<file path="src/rtl/prior_decoder.sv">
// Buffered 3-to-8 decoder: queues {flag, code} entries and replays each one for HOLD_CYCLES cycles.
// Optional `PRIOR_DECODER_STALL_CNT_EN adds a saturating count of stalled input cycles.
module prior_decoder #(
  parameter int HOLD_CYCLES = 4,
  parameter int DEPTH       = 4
) (
  input  logic       clk,
  input  logic       rst_n,
  input  logic [2:0] in_code,
  input  logic       in_flag,
  input  logic       in_valid,
  output logic       in_ready,
  input  logic       en,
  output logic [7:0] led_out,
  output logic [7:0] seg_out,
  output logic       busy
`ifdef PRIOR_DECODER_STALL_CNT_EN
  ,
  output logic [7:0] stall_cnt
`endif
);

  localparam int AW   = (DEPTH > 1) ? $clog2(DEPTH) : 1;
  localparam int CNTW = $clog2(DEPTH + 1);
  localparam int HW   = $clog2(HOLD_CYCLES + 1);

  typedef enum logic {
    IDLE,
    SHOW
  } state_t;

  logic [3:0]      mem [DEPTH];
  logic [AW-1:0]   wr_ptr;
  logic [AW-1:0]   rd_ptr;
  logic [CNTW-1:0] count;
  logic            full;
  logic            empty;
  logic            push;
  logic            pop;
  state_t          state;
  state_t          state_nxt;
  logic [HW-1:0]   hold_cnt;
  logic [HW-1:0]   hold_nxt;
  logic [3:0]      cur;

  function automatic logic [7:0] glyph(input logic [2:0] c);
    case (c)
      3'd0:    glyph = 8'h03;
      3'd1:    glyph = 8'h9F;
      3'd2:    glyph = 8'h25;
      3'd3:    glyph = 8'h0D;
      3'd4:    glyph = 8'h99;
      3'd5:    glyph = 8'h49;
      3'd6:    glyph = 8'h41;
      default: glyph = 8'h1F;
    endcase
  endfunction

  assign full     = (count == CNTW'(DEPTH));
  assign empty    = (count == '0);
  assign in_ready = rst_n && !full;
  assign push     = in_valid && in_ready;

  // Pops only ever read entries already stored; a push this cycle is not visible until next cycle.
  always_comb begin
    state_nxt = state;
    hold_nxt  = hold_cnt;
    pop       = 1'b0;
    case (state)
      IDLE: begin
        if (!empty) begin
          pop       = 1'b1;
          hold_nxt  = HW'(HOLD_CYCLES - 1);
          state_nxt = SHOW;
        end
      end
      SHOW: begin
        if (hold_cnt != '0) begin
          hold_nxt = hold_cnt - HW'(1);
        end else if (!empty) begin
          pop      = 1'b1;
          hold_nxt = HW'(HOLD_CYCLES - 1);
        end else begin
          state_nxt = IDLE;
        end
      end
      default: state_nxt = IDLE;
    endcase
  end

  always_ff @(posedge clk) begin
    if (!rst_n) begin
      state    <= IDLE;
      hold_cnt <= '0;
      cur      <= 4'b0;
    end else begin
      state    <= state_nxt;
      hold_cnt <= hold_nxt;
      if (pop) cur <= mem[rd_ptr];
    end
  end

  always_ff @(posedge clk) begin
    if (push) mem[wr_ptr] <= {in_flag, in_code};
  end

  // DEPTH is a power of two, so the pointers wrap naturally.
  always_ff @(posedge clk) begin
    if (!rst_n) begin
      wr_ptr <= '0;
      rd_ptr <= '0;
      count  <= '0;
    end else begin
      if (push) wr_ptr <= wr_ptr + AW'(1);
      if (pop)  rd_ptr <= rd_ptr + AW'(1);
      case ({push, pop})
        2'b10:   count <= count + CNTW'(1);
        2'b01:   count <= count - CNTW'(1);
        default: count <= count;
      endcase
    end
  end

  always_comb begin
    led_out = 8'h00;
    seg_out = 8'hFF;
    if (en && cur[3]) begin
      led_out = 8'b1 << cur[2:0];
      seg_out = glyph(cur[2:0]);
    end
  end

  assign busy = (state == SHOW) || !empty;

`ifdef PRIOR_DECODER_STALL_CNT_EN
  always_ff @(posedge clk) begin
    if (!rst_n) begin
      stall_cnt <= 8'd0;
    end else if (in_valid && !in_ready && stall_cnt != 8'hFF) begin
      stall_cnt <= stall_cnt + 8'd1;
    end
  end
`endif

endmodule

</file>
<file path="config.mk">
export PLATFORM = sky130hd
export DESIGN_NAME = prior_decoder
export DESIGN_NICKNAME = d
export VERILOG_FILES = /design/src/rtl/prior_decoder.sv
export SDC_FILE = /design/constraint.sdc
export NUM_CORES = 1
export LEC_CHECK = 0
export ABC_CLOCK_PERIOD_IN_PS = 3600
export BUFFER_PORTS_ARGS = -buffer_cell sky130_fd_sc_hd__clkbuf_2
export CORE_MARGIN = 3
export CORE_UTILIZATION = 55
export CTS_CLUSTER_DIAMETER = 100
export DETAILED_ROUTE_END_ITERATION = 8
export GPL_TIMING_DRIVEN = 0
export PLACE_DENSITY = 0.78
export SLEW_MARGIN = 20
export SYNTH_ARGS = -nofsm -noshare
export SYNTH_HDL_FRONTEND = slang
export SYNTH_SLANG_ARGS = --single-unit
</file>
<file path="constraint.sdc">
create_clock -name clk -period 3.6 [get_ports clk]
set_clock_uncertainty 0.1 [all_clocks]
set_input_delay 0.36 -clock clk [delete_from_list [all_inputs] [get_ports clk]]
set_output_delay 0.36 -clock clk [all_outputs]
set_load 0.01 [all_outputs]
</file>
# Word level (Yosys, flattened, before mapping)
# Memories as Yosys holds them, arrays and structs flattened. A register that Yosys moved wholly into a read port is not among the register bits.
# Index checks and enable logic that the tools add are counted.
dict set report word_totals {
  reg_bits 11
  ramBits 16
  input_bits 8
  memories 1
}
# memory depth word_bits rd rd_clocked_by_memory_dff write_ports line_no
set mem_list {}
lappend mem_list {mem 4 4 1 1 1 32} ;# logic [3:0] mem [DEPTH];
dict set report classes {
  addsub 5
  eq_ne 9
  shift 1
  muxes 14
  bitwise_logic 1
  reduce_logical 11
}
# operator count
set op_table {}
lappend op_table {{case mux 8 bit (7 select lines)} 1}
lappend op_table {{2-to-1 mux 8 bit} 2}
lappend op_table {{== test 3 bit, second input constant} 4}
lappend op_table {{case mux 3 bit (2 select lines)} 2}
lappend op_table {{<< shifter 1 x 3 -> 8 bit, first input constant} 1}
lappend op_table {{== test 3 x 2 -> 1 bit, second input constant} 2}
lappend op_table {{logical NOT 3 bit} 2}
lappend op_table {{2-to-1 mux 3 bit} 2}
lappend op_table {{subtractor 3 x 1 -> 3 bit, second input constant} 2}
lappend op_table {{2-to-1 mux 1 bit} 5}
lappend op_table {{adder 2 x 1 -> 2 bit, second input constant} 2}
lappend op_table {{case mux 1 bit (2 select lines)} 2}
lappend op_table {{adder 3 x 1 -> 3 bit, second input constant} 1}
lappend op_table {{== test 3 x 1 -> 1 bit, second input constant} 1}
lappend op_table {{logical AND 1 bit} 3}
lappend op_table {{logical NOT 1 bit} 3}
lappend op_table {{nonzero test 3 bit} 1}
lappend op_table {{== test 2 x 1 -> 1 bit, second input constant} 1}
lappend op_table {{== test 2 bit, second input constant} 1}
lappend op_table {{nonzero test 2 bit} 1}
lappend op_table {{logical OR 1 bit} 1}
lappend op_table {{NOT 1 bit} 1}

# Logic depth before layout (Yosys ltp)
dict set report logic_depth {
  depth_word 6
  depth_mapped 10
}

# Worst setup path before layout
# OpenSTA, ideal clock, no wires.
dict set report synth_path {
  kind {register to register}
  start {register hold_cnt[0]}
  end {register count[2]}
  setup_time_ps 76
  t_arrival_ps 2020
  t_required_ps 3424
  path_slack_ps 1405
  path_stages_with_launch 11
  period_less_slack_ps 2195
  path_cell_list {dfxtp_1 > inv_1 > ha_1 > nand2b_1 > a21oi_2 > buf_6 > ha_1 > fa_1 > xnor2_1 > or3_1 > a21boi_0}
}
dict set report synth_via {
  elab_chain_len 5
}
# item line_no
set synth_rtl {}
lappend synth_rtl {{start, declared} 42} ;# logic [HW-1:0] hold_cnt;
lappend synth_rtl {{start signal, assigned} 98} ;# hold_cnt <= hold_nxt;
lappend synth_rtl {{nonzero test 3 bit (*)} 78} ;# if (hold_cnt != '0) begin
lappend synth_rtl {{2-to-1 mux 1 bit (*)} 78}
lappend synth_rtl {{case mux 1 bit (2 select lines) (*)} 69} ;# case (state)
lappend synth_rtl {{net pop} 39} ;# logic pop;
lappend synth_rtl {{== test 2 x 1 -> 1 bit or == test 2 bit (tied branches)} 116} ;# case ({push, pop})
lappend synth_rtl {{case mux 3 bit (2 select lines) or nonzero test 2 bit (tied branches)} n/a}
lappend synth_rtl {{end signal, assigned} 117} ;# 2'b10: count <= count + CNTW'(1);
lappend synth_rtl {{end signal, assigned} 118} ;# 2'b01: count <= count - CNTW'(1);
lappend synth_rtl {{end signal, assigned} 119} ;# default: count <= count;
lappend synth_rtl {{end, declared} 35} ;# logic [CNTW-1:0] count;
# The timed path passes the listed nets; every way through them passes the cells marked *.
# A chain may end at the register's enable or synchronous reset.

# Worst setup path in the final report
# Ends and elaborated chain as after synthesis.

==> flow_metrics.tcl <==
set metrics [dict create \
    cts_buffers 5 \
    worstPathMaxFanout 10 \
    yosysTopAreaCellShare 0.314 \
    num_vias 1032 \
    grt_remaining_overflow 0 \
    rsz0062_at_grt "false" \
    cp_top_family "adder cells" \
    ant_nets 0 \
    die_area_mm2 0.00345 \
    finalSetupTns_ns 0 \
    drc_errors 0 \
    coreArea_mm2 0.00257 \
    placed_area_mm2 0.00169 \
    stdcell_area_mm2 0.00174 \
    nets 184 \
    drt_first_pass_iters 4 \
    ys_ff_latch 31 \
    place_ws_ns 1.27 \
    finish.utilization 0.677 \
    viasPerCell 5.19 \
    cts_resized 0 \
    post-route-min-period_ns 2.36 \
    min_period_over_period 0.656 \
    start_util 0.596 \
    syn_inst 137 \
    final_cell_mix "clkbuf_2, edfxtp_1, dfxtp_1" \
    cts_tree "yes" \
    portBuffers 24 \
    syn-num-nets 153 \
    die_y_um 58.8 \
    clk_path_buf_depth 2 \
    yosysWarnings 0 \
    postCtsSetupBuffers 0 \
    finalPower_mw 1.26 \
    syn_area_mm2 0.00153 \
    finalMaxSlewViolations 0 \
    path_common_cell "ha_1" \
    area_growth_pct 13.6 \
    wire_per_inst_um 12.0 \
    antenna_cells 0 \
    critPathCaptureType "flip-flop" \
    fmax_mhz 423 \
    wl_mm 2.40 \
    powerDensity_mw_per_mm2 726 \
    fill_cells 195 \
    vdd_drop_max_mv 0.458 \
    ctsHtreeMaxLevel 2 \
    instances_no_fill 199 \
    drive_gt1_frac 0.249 \
    crit_arrival_ns 2.51 \
    final_common_cell "clkbuf_2" \
    finalSetupViolCount 0 \
    worstSetupPathType "flip-flop to flip-flop" \
    grt_pass1_vias 944 \
    synthDistinctLibCells 37 \
    hold_path_class "input port to flip-flop" \
    yosysSeqAreaShare 0.510 \
    critPathMaxStageDelay_ns 0.40 \
    grt_pass1_wl_mm 4.02 \
    crit_buf_inv 2 \
    fin_ws_ns 1.24 \
    start_kind "flip-flop" \
    die_w_um 58.8 \
    avgSynthCellArea_um2 11.2 \
    hold_viol 0 \
    num_io_pins 26 \
    grt_use_total 0.158 \
    path_cells "inv_1 > ha_1 > nand2b_1 > a21oi_2 > buf_6 > ha_1 > fa_1 > xnor2_1 > or3_1 > a21boi_0" \
    dp.final_hpwl_mm 1.85 \
    required_ns 3.75 \
    timing.max_cap.violations 0 \
    numClockSinks 31 \
    p_leak_nw 0.711 \
    antenna_found_initial 0 \
    clkLatencyLatePin_ns 0.31 \
    drt_iter0_markers 37 \
    ctsHoldBuffers 0 \
    status "completed" \
    cp_slowest_cell "fa_1" \
    synth_area_leader_cell "edfxtp_1" \
    r2r_slack_ns 1.24 \
    cts_root_buf "clkbuf_4" \
    synth_area_leaders "edfxtp_1, dfxtp_1, mux4_2, ha_1, nand2b_1" \
    rows 18 \
    dp.cells 191 \
    grt_max_degree 11 \
    hold_slack_ns 0.162 \
    gp_congestion 0.770 \
    path_clk_slew_ns 0.09 \
]
[cells in the mapped netlist, drive strengths merged]
master,instances
o21a,1
ha,7
nand3,7
o21bai,1
clkbuf,4
a21boi,2
o311a,1
nor3,3
o211a,2
nand2,14
or3,1
conb,1
or2,1
edfxtp,16
o21ai,8
xnor2,2
xor2,3
dfxtp,15
buf,4
nor2b,1
nor4bb,1
mux4,4
and2,8
a21o,1
o31a,1
a31oi,1
a21oi,1
inv,7
nand2b,9
nor2,6
fa,1
mux2i,3
[layer usage]
layer / up-vias / routed length, um / global-route usage
met1: 461 / 1070 / 0.177
met5: - / 0 / 0
met2: 30 / 1170 / 0.267
li1: 537 / - / -
met4: 0 / 19 / 0.0583
met3: 4 / 138 / 0.0680
[area by class of cell]
class,count,area [um2],area share
multi-input cells,91,674,0.388
inverters,7,26.3,0.0151
clock inverters,1,5.00,0.00288
plain buffers,8,50.0,0.0288
flip-flops and latches,31,781,0.449
clock buffers,7,45.0,0.0259
repair buffers,24,120,0.0691
well taps,30,37.5,0.0216
[registers in the layout, indices dropped and copies added (netlist names)]
| register | cells |
|---|---|
| rd_ptr | 2 |
| wr_ptr | 2 |
| mem | 16 |
| cur | 4 |
| state | 1 |
| hold_cnt | 3 |
| count | 3 |
[path summary, 6_finish.rpt]
kind / start / endpoint / depth (start not counted)
setup / recovery: hold_cnt[0] / count[2] / 10
hold reg to reg: cur[3] / cur[3] / 2
hold / removal: in_code[2] / mem[0][2] / 1
setup reg to reg: hold_cnt[0] / count[2] / 10
[power breakdown]
part / internal (mW) / total (mW) / switching, mW
logic: 0.274 / 0.573 / 0.299
clock network: 0.0760 / 0.182 / 0.106
registers: 0.449 / 0.508 / 0.0596
[kinds of logic after synthesis]
kind of cell             after synthesis  share of synthesized area
AND/OR/NAND/NOR                       51                      0.175
flip-flops                            31                      0.510
AO/OA/AOI/OAI                         19                     0.0858
buffers and inverters                 15                     0.0498
adder cells (fa/ha/maj)                8                     0.0703
multiplexers                           7                     0.0784
XOR/XNOR                               5                     0.0286
other                                  1                    0.00245
No activity file was read; power rests on OpenSTA's default activity.
